`src/rtl/mem_port_arbiter.sv`:
```
// rtl/mem_port_arbiter.sv - shares one memory port between instruction fetch and MEM-stage load/store
module mem_port_arbiter #(
    parameter int AW      = 32,
    parameter int DW      = 32,
    parameter int TIMEOUT = 16
) (
    input  logic          clk,
    input  logic          reset,
    input  logic          if_req,
    input  logic [AW-1:0] if_addr,
    output logic [DW-1:0] if_rdata,
    output logic          if_ready,
    input  logic [1:0]    ResultSrcM,
    input  logic          MemWriteM,
    input  logic [AW-1:0] ALUResultM,
    input  logic [DW-1:0] WriteDataM,
    output logic [DW-1:0] dm_rdata,
    output logic          dm_ready,
    output logic          mem_req,
    output logic          mem_we,
    output logic [AW-1:0] mem_addr,
    output logic [DW-1:0] mem_wdata,
    input  logic [DW-1:0] mem_rdata,
    input  logic          mem_ack,
    output logic          stall_if,
    output logic          stall_mem,
    output logic          timeout_err
);
    localparam int CW = (TIMEOUT > 0) ? $clog2(TIMEOUT + 1) : 1;
    localparam logic [CW-1:0] CNT_MAX  = {CW{1'b1}};
    localparam logic [CW-1:0] CNT_LAST = CW'(TIMEOUT - 1);

    typedef enum logic [1:0] {IDLE, SERV_D, SERV_I} state_t;

    state_t        r_state;
    logic [CW-1:0] r_cnt;

    logic w_dm_req;
    logic w_dm_elig;
    logic w_if_elig;
    logic w_abort;

    assign w_dm_req  = MemWriteM | (ResultSrcM == 2'b01);
    // The ready cycle is excluded so a request still held high is not served twice.
    assign w_dm_elig = w_dm_req & ~dm_ready;
    assign w_if_elig = if_req & ~if_ready;
    assign w_abort   = (TIMEOUT != 0) && (r_cnt == CNT_LAST);

    assign stall_if  = if_req & ~if_ready;
    assign stall_mem = w_dm_req & ~dm_ready;

    always_ff @(posedge clk or posedge reset) begin
        if (reset) begin
            r_state     <= IDLE;
            r_cnt       <= '0;
            mem_req     <= 1'b0;
            mem_we      <= 1'b0;
            mem_addr    <= '0;
            mem_wdata   <= '0;
            if_rdata    <= '0;
            dm_rdata    <= '0;
            if_ready    <= 1'b0;
            dm_ready    <= 1'b0;
            timeout_err <= 1'b0;
        end else begin
            if_ready <= 1'b0;
            dm_ready <= 1'b0;
            case (r_state)
                IDLE: begin
                    // Data wins ties: it belongs to the older instruction.
                    if (w_dm_elig) begin
                        r_state   <= SERV_D;
                        r_cnt     <= '0;
                        mem_req   <= 1'b1;
                        mem_we    <= MemWriteM;
                        mem_addr  <= ALUResultM;
                        mem_wdata <= WriteDataM;
                    end else if (w_if_elig) begin
                        r_state   <= SERV_I;
                        r_cnt     <= '0;
                        mem_req   <= 1'b1;
                        mem_we    <= 1'b0;
                        mem_addr  <= if_addr;
                        mem_wdata <= '0;
                    end
                end
                SERV_D, SERV_I: begin
                    if (mem_ack) begin
                        r_state     <= IDLE;
                        mem_req     <= 1'b0;
                        timeout_err <= 1'b0;
                        if (r_state == SERV_D) begin
                            dm_rdata <= mem_we ? '0 : mem_rdata;
                            dm_ready <= 1'b1;
                        end else begin
                            if_rdata <= mem_rdata;
                            if_ready <= 1'b1;
                        end
                    end else if (w_abort) begin
                        r_state     <= IDLE;
                        mem_req     <= 1'b0;
                        timeout_err <= 1'b1;
                        if (r_state == SERV_D) begin
                            dm_rdata <= '0;
                            dm_ready <= 1'b1;
                        end else begin
                            if_rdata <= '0;
                            if_ready <= 1'b1;
                        end
                    end else if (r_cnt != CNT_MAX) begin
                        r_cnt <= r_cnt + 1'b1;
                    end
                end
                default: r_state <= IDLE;
            endcase
        end
    end
endmodule

```
`config.mk`:
```
export PLATFORM = sky130hd
export DESIGN_NAME = mem_port_arbiter
export DESIGN_NICKNAME = d
export VERILOG_FILES = /design/src/rtl/mem_port_arbiter.sv
export SDC_FILE = /design/constraint.sdc
export NUM_CORES = 1
export LEC_CHECK = 0
export BUFFER_PORTS_ARGS = -buffer_cell sky130_fd_sc_hd__clkbuf_2
export CORE_MARGIN = 5
export CORE_UTILIZATION = 51
export DETAILED_ROUTE_END_ITERATION = 6
export GPL_TIMING_DRIVEN = 0
export HOLD_SLACK_MARGIN = 0.1
export PLACE_DENSITY = 0.86
export SLEW_MARGIN = 20
export SYNTH_ARGS = -nofsm -noshare
export SYNTH_HDL_FRONTEND = slang
export SYNTH_SLANG_ARGS = --single-unit
```
`constraint.sdc`:
```
create_clock -name clk -period 14.1 [get_ports clk]
set_clock_uncertainty 0.1 [all_clocks]
set_input_delay 2.115 -clock clk [delete_from_list [all_inputs] [get_ports clk]]
set_output_delay 2.115 -clock clk [all_outputs]
set_load 0.01 [all_outputs]
```
==> reports/qor.yml, run 1 <==
endpoint_kind: "output port"
max_cap_violations: 0
synth_xor_area_share_pct: 0
ys_seq_area_share_pct: 58.3
setup-violations-final: 0
yosys.area.top_type_share_pct: 58.3
ir_worst_vdd_mv: 0.218
multi_input_area_um2: 2240
status: "finished clean"
synth-seq-cells: 140
n_fill_cell: 822
first_iter_violations: 442
hold_depth: 2
hold_class: "flip-flop to flip-flop"
rows: 39
syn_inst: 492
holdWs_ns: 0.383
die-area_um2: 14000
drt-total-wl_um: 18300
yosys.area_share.simple_pct: 8.04
ys_top_cells_by_area: "dfrtp_1, mux2_4, nand2_1"
synth_top_family_by_area: "multiplexers"
power.density_nw_per_um2: 241
area_growth_syn_to_layout_pct: 36.0
seq_area_um2: 3500
critPathKind: "input port to output port"
synth_largest_area_cell: "dfrtp_1"
slew_viol_final: 0
crit_arrival_ns: 2.67
synth-compound-area-share_pct: 13.5
startpoint: "if_req"
path_common_cell: "clkbuf_2"
cts_resized: 0
grt_max_degree: 86
critical_path.max_fanout: 4
synthAdderAreaFrac_pct: 1.04
synth_nets: 632
ios: 270
synth_mux_area_share_pct: 14.8
hold_start: "if_rdata[25]"
clkTransAtPathRegs_ns: 0.06
vias_per_cell: 5.53
worst_pin_slew_ns: 0.507
r2r-start: "r_cnt[0]"
critPathRequiredTime_ns: 11.89
p_leak_nw: 4.33
clkSinkCount: 140
start_util_pct: 52.4
synth_area_per_cell_um2: 12.2
mostFrequentLayoutCell: "clkbuf_2"
grt_use_total_pct: 26.3
dp_hpwl_um: 13800
grt_pass1_wl_um: 29300
synth.cell_area_um2: 6010
layout-drive-gt1-share_pct: 49.9
max-slew-margin-rel_pct: 66.2
min_period_ns: 4.88
min_to: "if_rdata[25]"
period_share_pct: 34.6
synth.distinct_cells: 35
ys.warnings.count: 0
final_cell_mix: "clkbuf_2, dfrtp_1, nand2_1"
cts_buffers: 17
cts_tree: "yes"
io_buffers: 268
cts_hold_buffers: 0
gp_congestion: 0.848
fin_setup_tns_ns: 0
fmax_ghz: 0.205
r2r_setup_slack_ns: 11.61
grt_pass1_vias: 5327
crit_chain: "clkbuf_2, nand2b_1, inv_1, clkbuf_2"
reg2reg_depth: 9
regToRegEndpoint: "if_rdata[29]"
cts_setup_buffers: 0
wl_per_cell_um: 19.5
drt_first_pass_iters: 6
grt_overflow: 0
dieWidth_um: 119
final-hold-violation-count: 0
start_kind: "input port"
insertion_delay_ns: 0.42
grt_setup_unrepaired: "no"
max_stage_delay_ns: 0.16
htreeDepth: 4
antenna_left: 0
nets: 920
die_y_um: 119
drc: 0
cpMaxStageDelayCell: "inv_1"
antenna_found_initial: 0
cts_buffer_depth: 2
root_buffer: "clkbuf_16"
vias: 5184
core_um2: 11500
cell type report:
| class | count | area share (%) |
|---|---|---|
| repair buffers | 269 | 16.8 |
| clock inverters | 13 | 2.01 |
| diodes | 1 | 0.0306 |
| inverters | 12 | 0.643 |
| plain buffers | 38 | 2.66 |
| flip-flops and latches | 140 | 42.9 |
| clock buffers | 19 | 5.42 |
| well taps | 143 | 2.19 |
| multi-input cells | 302 | 27.4 |
report_power, final:
part           switching [mW]  internal [mW]
registers               0.110          0.591
logic                   0.447          0.362
clock network           0.174          0.284
total                   0.731           1.24
stage by stage:
stage               utilization [%]  total power [mW]  setup WS (ns)  std cells  cell area, um^2
finish                         71.3              1.97           9.22        937             8170
global route                   71.2              2.08           9.15        936             8170
CTS                            71.2              1.98           9.22        936             8170
detailed placement             65.9              1.51           9.22        904             7560
global placement               65.6              1.47           6.92        903             7530
floorplan                         -              1.17           8.13        492             6010
registers in the layout, indices dropped and copies added (netlist names):
| register | flops |
|---|---|
| dm_rdata | 32 |
| dm_ready | 1 |
| if_rdata | 32 |
| if_ready | 1 |
| mem_addr | 32 |
| mem_req | 1 |
| mem_wdata | 32 |
| mem_we | 1 |
| r_cnt | 5 |
| r_state | 2 |
| timeout_err | 1 |
critical path: cells and delay by family:
kind                   cells  cell delay, ns
AND/OR/NAND/NOR            1            0.14
buffers and inverters      3            0.41
Yosys cell counts, drive strengths merged:
cell / instances
dfrtp: 140
nand2: 100
mux2: 65
o21ai: 35
a22o: 34
o31ai: 32
buf: 27
inv: 12
clkbuf: 11
a21oi: 6
ha: 5
nand2b: 3
nor2b: 3
a221oi: 2
and2: 2
mux2i: 2
nand3: 2
nor3: 2
o2bb2ai: 2
and3: 1
nand4: 1
nor2: 1
nor3b: 1
o211ai: 1
o21bai: 1
or2: 1
cells by family (layout without fill, tap and decap cells):
| kind of cell | Yosys count | in the layout |
|---|---|---|
| mux | 67 | 67 |
| other cells | 0 | 1 |
| fa+ha+maj | 5 | 5 |
| simple gates | 117 | 117 |
| compound gates | 113 | 113 |
| flops | 140 | 140 |
| buf+inv | 50 | 351 |
worst max path at each step:
stage | end | slack (ns) | cells past startpoint
after floorplan | dm_rdata[0] | 8.13 | 1
after global placement | mem_addr[19] | 6.92 | 2
after detailed placement | stall_if | 9.22 | 4
after CTS | stall_if | 9.22 | 4
after global routing | stall_if | 9.15 | 4
final | stall_if | 9.22 | 4
per-layer routing:
layer | global-route usage, % | vias up | share of wire (%)
met5 | 0 | - | 0
met2 | 44.4 | 246 | 52
li1 | - | 2308 | -
met3 | 6.83 | 47 | 6.8
met1 | 32.2 | 2583 | 38
met4 | 10.6 | 0 | 3.0
(Power assumes the default switching activity.)
==> run 2, diff against run 1 <==
--- a/config.mk
+++ b/config.mk
@@ -7,11 +7,11 @@
 export LEC_CHECK = 0
 export BUFFER_PORTS_ARGS = -buffer_cell sky130_fd_sc_hd__clkbuf_2
 export CORE_MARGIN = 5
-export CORE_UTILIZATION = 51
+export CORE_UTILIZATION = 43
 export DETAILED_ROUTE_END_ITERATION = 6
 export GPL_TIMING_DRIVEN = 0
 export HOLD_SLACK_MARGIN = 0.1
-export PLACE_DENSITY = 0.86
+export PLACE_DENSITY = 0.77
 export SLEW_MARGIN = 20
 export SYNTH_ARGS = -nofsm -noshare
 export SYNTH_HDL_FRONTEND = slang
==> constraint.sdc (replaced) <==
create_clock -name clk -period 3.95 [get_ports clk]
set_clock_uncertainty 0.1 [all_clocks]
set_input_delay 0.5925 -clock clk [delete_from_list [all_inputs] [get_ports clk]]
set_output_delay 0.5925 -clock clk [all_outputs]
set_load 0.01 [all_outputs]
==> run 2 against run 1 <==
Net effect: final cell count is 4.3% higher; first-iteration DRC count decreased by 30%; sequential share of layout area down 0.39 points; critical path depth up 5; sequential power rose to 3.5 times the previous value; clock-buffer cell count shrank 2; clock power grew to 3.4 times the previous value; die area is 17% higher; critical endpoint is now if_rdata[29]; largest cell class unchanged; largest power group unchanged.
==> reports/qor.yml, run 2 (synthesis gave the netlist of run 1 again) <==
status: "finished clean"  # unchanged
setup-violations-final: 0  # unchanged
dieWidth_um: 128  # was 119 um
ios: 270  # unchanged
grt_overflow: 0  # unchanged
min_period_ns: 2.41
vias: 4903  # was 5,184
drt-total-wl_um: 17500  # was 18,300 um
rows: 43  # was 39
switching_share_pct: 37.8  # was 37.2%
grt_setup_unrepaired: "no"  # unchanged
grt_pass1_wl_um: 27100  # was 29,300 um
power_frac_comb_pct: 41.5  # was 41.1%
htreeDepth: 4  # unchanged
die_y_um: 128  # was 119 um
regToRegEndpoint: "if_rdata[29]"  # unchanged
critPathRequiredTime_ns: 4.18  # was 11.89 ns
endpoint_kind: "flip-flop"  # was output port
cts_hold_buffers: 1  # was 0
ir_worst_vdd_mv: 0.338  # was 0.218 mV
cts_setup_buffers: 0  # unchanged
insertion_delay_ns: 0.41  # was 0.42 ns
clkTransAtPathRegs_ns: 0.06  # about the same
final-hold-violation-count: 0  # unchanged
core_um2: 13800  # was 11,500 um^2
start_util_pct: 43.6  # was 52.4%
p_sw_mw: 2.61  # was 0.731 mW
fmax_ghz: 0.415
met3_length_um: 900  # was 1250 um
dp_hpwl_um: 13400  # was 13,800 um
start_kind: "flip-flop"  # was input port
min_to: "mem_wdata[9]"  # was if_rdata[25]
drt_first_pass_iters: 4  # was 6
critical_path.max_fanout: 10  # was 4
die-area_um2: 16400  # was 14,000 um^2
max_cap_violations: 0  # unchanged
grt_use_total_pct: 21.2  # was 26.3%
period_share_pct: 61.0
mostFrequentLayoutCell: "clkbuf_2"  # unchanged
antenna_found_initial: 0  # unchanged
r2r-start: "r_cnt[0]"  # unchanged
met1_length_um: 7240  # was 6900 um
gp_congestion: 0.838  # was 0.848
p_leak_nw: 4.34  # was 4.33 nW
root_buffer: "clkbuf_16"  # unchanged
hold_class: "input port to flip-flop"  # was flip-flop to flip-flop
highest_layer: "met4"  # unchanged
crit_arrival_ns: 2.64  # was 2.67 ns
place_ws_ns: 1.55  # was 9.22 ns
max-slew-margin-rel_pct: 66.3  # was 66.2%
cts_buffers: 17  # unchanged
grt_max_degree: 33  # was 86
nets: 924  # was 920
hold_start: "WriteDataM[9]"  # was if_rdata[25]
layout-drive-gt1-share_pct: 50.2  # was 49.9%
cts_buffer_depth: 2  # unchanged
clkSinkCount: 140  # unchanged
pwr-share-seq_pct: 35.8  # was 35.6%
grt_pass1_vias: 5129  # was 5,327
first_iter_violations: 308  # was 442
power_frac_clock_pct: 22.7  # was 23.2%
worst_pin_slew_ns: 0.505  # was 0.507 ns
antenna_cells: 0  # was 1
antenna_left: 0  # unchanged
dr_wl_met2_um: 8930  # was 9610 um
wl_per_cell_um: 17.9  # was 19.5 um
drc: 0  # unchanged
slew_viol_final: 0  # unchanged
hold_depth: 2  # unchanged
reg2reg_depth: 9  # unchanged
vias_per_cell: 5.02  # was 5.53
r2r_setup_slack_ns: 1.54  # was 11.61 ns
area_growth_syn_to_layout_pct: 37.3  # was 36.0%
fin_ws_ns: 1.54  # was 9.22 ns
power.density_nw_per_um2: 837  # was 241 nW/um^2
final_cell_mix: "clkbuf_2, dfrtp_1, nand2_1"  # unchanged
p_int_mw: 4.30  # was 1.24 mW
n_fill_cell: 1186  # was 822
fin_setup_tns_ns: 0  # unchanged
cts_resized: 0  # unchanged
io_buffers: 268  # unchanged
critPathKind: "flip-flop to flip-flop"  # was input port to output port
final_cells: 977  # was 937
dp_cells: 944  # was 904
cts_tree: "yes"  # unchanged
## run 2: cell count changes in the layout (fill, tap and decap cells not counted), sizes merged
cell,change
bufinv,-2
clkbuf,-2
diode,-1
buf,+3
clkinv,-1
inv,+4
dlygate4sd3,+1
clkinvlp,+1
## run 2: area by class of cell
cell class | instances | area (um^2) | share of cell area, %
Buffer | 38 | 218 | 2.64
Clock buffer | 17 | 425 | 5.16
Clock inverter | 15 | 154 | 1.87
Inverter | 12 | 48.8 | 0.592
Multi-Input combinational cell | 302 | 2240 | 27.2
Sequential cell | 140 | 3500 | 42.5
Tap cell | 180 | 225 | 2.73
Timing Repair Buffer | 273 | 1430 | 17.4
## run 2: worst max path at each step
stage                    to     start  slack [ns]
4_1_cts        if_rdata[29]  r_cnt[0]        1.53
5_1_grt         if_rdata[0]  r_cnt[0]        1.34
3_3_place_gp   mem_addr[21]     reset        0.64
6_report       if_rdata[29]  r_cnt[0]        1.54
2_1_floorplan   dm_rdata[0]     reset        1.51
3_5_place_dp   if_rdata[29]  r_cnt[0]        1.55
## run 2: power groups by stage
stage / sequential (mW) / clock [mW] / combinational, mW
after floorplan: 2.76 / 0 / 1.41
after global routing: 2.55 / 1.66 / 3.13
after CTS: 2.47 / 1.59 / 2.91
after global placement: 2.46 / 0 / 2.84
after detailed placement: 2.49 / 0 / 2.89
final: 2.47 / 1.57 / 2.86
## run 2: metal layers
metal,vias up,global-route usage [%]
met3,26,5.83
li1,2320,-
met5,-,0
met1,2409,26.7
met2,148,35.1
met4,0,7.43
## run 2: critical path: stages, from the launching register on
cell	delay [ns]
dfrtp_1	0.38
ha_1	0.17
inv_1	0.05
nor3_1	0.25
ha_1	0.32
o21ai_1	0.11
or2_2	0.29
buf_2	0.19
clkbuf_1	0.22
o21ai_0	0.23
## run 2: metrics by stage
| stage | hold slack, ns | total power [mW] | area [um^2] | utilization [%] |
|---|---|---|---|---|
| final | 0.297 | 6.91 | 8250 | 59.9 |
| after detailed placement | 0.365 | 5.38 | 7660 | 55.6 |
| after CTS | 0.279 | 6.97 | 8250 | 59.9 |
| after floorplan | 0.391 | 4.17 | 6010 | - |
| after global placement | 0.360 | 5.30 | 7580 | 55.0 |
| after global routing | 0.282 | 7.34 | 8250 | 59.9 |
==> run 3, diff against run 2 <==
--- a/config.mk
+++ b/config.mk
@@ -5,13 +5,14 @@
 export SDC_FILE = /design/constraint.sdc
 export NUM_CORES = 1
 export LEC_CHECK = 0
+export ABC_AREA = 1
 export BUFFER_PORTS_ARGS = -buffer_cell sky130_fd_sc_hd__clkbuf_2
 export CORE_MARGIN = 5
 export CORE_UTILIZATION = 43
 export DETAILED_ROUTE_END_ITERATION = 6
 export GPL_TIMING_DRIVEN = 0
 export HOLD_SLACK_MARGIN = 0.1
-export PLACE_DENSITY = 0.77
+export PLACE_DENSITY = 0.76
 export SLEW_MARGIN = 20
 export SYNTH_ARGS = -nofsm -noshare
 export SYNTH_HDL_FRONTEND = slang
==> constraint.sdc (replaced) <==
create_clock -name clk -period 2.2 [get_ports clk]
set_clock_uncertainty 0.1 [all_clocks]
set_input_delay 0.33 -clock clk [delete_from_list [all_inputs] [get_ports clk]]
set_output_delay 0.33 -clock clk [all_outputs]
set_load 0.01 [all_outputs]
==> run 3 against run 2 <==
Net effect: hold slack got worse by 0.19 ns; largest cell class unchanged; core utilization is 5.3 points higher; design area grew 15%; synthesized cell count up 54%; critical path type is now flip-flop to output port; via count is 41% higher; sequential cell count is the same.
==> reports/qor.yml, run 3 <==
gp_congestion: 0.801  # was 0.838
cts_tree: "yes"  # unchanged
clkSinkCount: 140  # unchanged
synth-compound-area-share_pct: 5.58  # was 13.5%
fin_area_um2: 9470  # was 8250 um^2
ios: 270  # unchanged
core_um2: 14500  # was 13,800 um^2
n_fill_cell: 1170  # was 1,186
synth_area_per_cell_um2: 8.43  # was 12.2 um^2
drt_first_pass_iters: 5  # was 4
slew_viol_final: 0  # unchanged
io_buffers: 269  # was 268
met3_length_um: 1820  # was 900 um
grt_pass1_wl_um: 36800  # was 27,100 um
critical_path.max_fanout: 10  # unchanged
crit_arrival_ns: 1.67  # was 2.64 ns
highest_layer: "met4"  # unchanged
antenna_found_initial: 0  # unchanged
wl_per_cell_um: 16.9  # was 17.9 um
synth-seq-cells: 140  # unchanged
vias_per_cell: 5.21  # was 5.02
power.density_nw_per_um2: 1360  # was 837 nW/um^2
yosys.area.top_type_share_pct: 54.8  # was 58.3%
dr_wl_met2_um: 11300  # was 8930 um
antenna_cells: 0  # unchanged
async_flop_share_pct: 100  # unchanged
area_growth_syn_to_layout_pct: 48.2  # was 37.3%
syn_inst: 758  # was 492
nets: 1274  # was 924
die_y_um: 132  # was 128 um
root_buffer: "clkbuf_16"  # unchanged
ys_seq_area_share_pct: 54.8  # was 58.3%
min_period_ns: 2.10
clkTransAtPathRegs_ns: 0.06  # about the same
drc: 0  # unchanged
setup-violations-final: 0  # unchanged
grt_overflow: 0  # unchanged
grt_max_degree: 33  # unchanged
first_iter_violations: 404  # was 308
ys_top_cells_by_area: "dfrtp_1, nand2_1, nand3_1"  # was dfrtp_1, mux2_4, nand2_1
place_area_um2: 8060  # was 7660 um^2
max_stage_delay_ns: 0.38  # about the same
dieWidth_um: 132  # was 128 um
die-area_um2: 17400  # was 16,400 um^2
rows: 44  # was 43
synthAdderAreaFrac_pct: 0.979  # was 1.04%
ir_worst_vdd_mv: 0.740  # was 0.338 mV
hold_class: "input port to flip-flop"  # unchanged
ys.warnings.count: 0  # unchanged
worst_pin_slew_ns: 0.675  # was 0.505 ns
cpMaxStageDelayCell: "dfrtp_1"  # unchanged
mostFrequentLayoutCell: "nand2_1"  # was clkbuf_2
fin_ws_ns: 0.0971  # was 1.54 ns
synth_mux_area_share_pct: 0  # was 14.8%
period_share_pct: 95.6
fin_setup_tns_ns: 0  # unchanged
yosys.area_share.simple_pct: 32.1  # was 8.04%
critPathRequiredTime_ns: 1.77  # was 4.18 ns
vias: 6935  # was 4,903
status: "finished clean"  # unchanged
cts_buffer_depth: 2  # unchanged
final-hold-violation-count: 0  # unchanged
met1_length_um: 8810  # was 7240 um
final_cell_mix: "nand2_1, clkbuf_2, dfrtp_1"  # was clkbuf_2, dfrtp_1, nand2_1
synth.distinct_cells: 23  # was 35
start_kind: "flip-flop"  # unchanged
cts_buffers: 17  # unchanged
synth_most_common_cell: "nand2_1"  # was dfrtp_1
start_util_pct: 44.0  # was 43.6%
place_ws_ns: 0.155  # was 1.55 ns
antenna_left: 0  # unchanged
synth_xor_area_share_pct: 0  # unchanged
dp_hpwl_um: 15900  # was 13,400 um
drt-total-wl_um: 22500  # was 17,500 um
fmax_ghz: 0.476
synth_common_cells: "nand2_1, dfrtp_1, nand3_1, o21ai_0, nand4_1"  # was dfrtp_1, nand2_1, mux2_4, a22o_1, o31ai_1
max_cap_violations: 0  # unchanged
endpoint_kind: "output port"  # was flip-flop
max-slew-margin-rel_pct: 54.9  # was 66.3%
synth.cell_area_um2: 6390  # was 6010 um^2
grt_pass1_vias: 7100  # was 5,129
critPathKind: "flip-flop to output port"  # was flip-flop to flip-flop
p_leak_nw: 5.37  # was 4.34 nW
crit_chain: "inv_1, nand2_4, inv_2, buf_4, buf_4, clkbuf_2"  # was ha_1, inv_1, nor3_1, ha_1, o21ai_1, or2_2, buf_2, clkbuf_1, o21ai_0
htreeDepth: 4  # unchanged
insertion_delay_ns: 0.42  # was 0.41 ns
path_common_cell: "buf_4"  # was ha_1
synth_nets: 898  # was 632
synth_largest_area_cell: "dfrtp_1"  # unchanged
layout-drive-gt1-share_pct: 31.4  # was 50.2%
synthFlopType: "dfrtp_1"  # unchanged
grt_use_total_pct: 25.8  # was 21.2%
synth_top_family_by_area: "simple AND/OR/NAND/NOR gates"  # was multiplexers
synth_edf_count: 0  # unchanged
run 3: per-layer routing:
metal,up-vias,track usage [%]
met5,-,0
met4,0,9.89
met3,53,7.82
met2,311,43.7
met1,3305,30.9
li1,3266,-
run 3: per-stage QoR:
stage	hold slack [ns]	std cells	util (%)	total power, mW
2_1_floorplan	0.342	758	-	7.59
3_3_place_gp	0.359	1211	54.8	9.79
3_5_place_dp	0.351	1215	55.4	9.94
4_1_cts	0.101	1331	65.1	12.9
5_1_grt	0.114	1331	65.2	13.8
6_report	0.109	1331	65.2	12.9
run 3: report_power, final:
part	leakage (nW)	internal [mW]	total, mW	switching, mW
clock network	0.272	1.64	2.73	1.09
registers	1.81	3.69	4.33	0.640
logic	3.30	2.10	5.81	3.71
run 3: timing repair:
item | 4_1_cts | 5_1_grt
endpoints found under the setup margin | 0 | 5
hold buffers | 84 | 0
buffers inserted | 0 | 0
gates resized for setup | 0 | 1
endpoints found under the hold margin | 133 | 0
run 3: cell type report:
| type | count | area [um^2] | share of cell area [%] |
|---|---|---|---|
| plain buffers | 60 | 359 | 3.79 |
| clock buffers | 22 | 474 | 5.01 |
| clock inverters | 10 | 90.1 | 0.951 |
| inverters | 15 | 60.1 | 0.634 |
| multi-input cells | 543 | 2480 | 26.2 |
| flip-flops and latches | 140 | 3500 | 37.0 |
| well taps | 184 | 230 | 2.43 |
| repair buffers | 357 | 2270 | 24.0 |
run 3: critical path: cells and delay by family, from the launching register on:
| family | cells | cell delay [ns] |
|---|---|---|
| flops | 1 | 0.38 |
| simple gates | 1 | 0.12 |
| buf+inv | 5 | 0.75 |
run 3: final timing paths:
check	start	slack (ns)	cells after the start	endpoint
setup / recovery	dm_ready	0.1	6	stall_mem
hold / removal	ALUResultM[0]	0.11	5	mem_addr[0]
setup reg to reg	r_cnt[0]	0.19	10	r_cnt[4]
hold reg to reg	mem_req	0.37	2	mem_req
max in group asynchronous	reset	0.73	5	if_rdata[18]
min in group asynchronous	reset	0.45	3	mem_wdata[15]
run 3: logic make-up (layout without fill, tap and decap cells):
group                      count (synthesis)  after routing
AOI/OAI and AO/OA                         68             68
adders and majority gates                  5              5
buffers and inverters                     75            464
DFF                                      140            140
and+or+nand+nor                          470            470
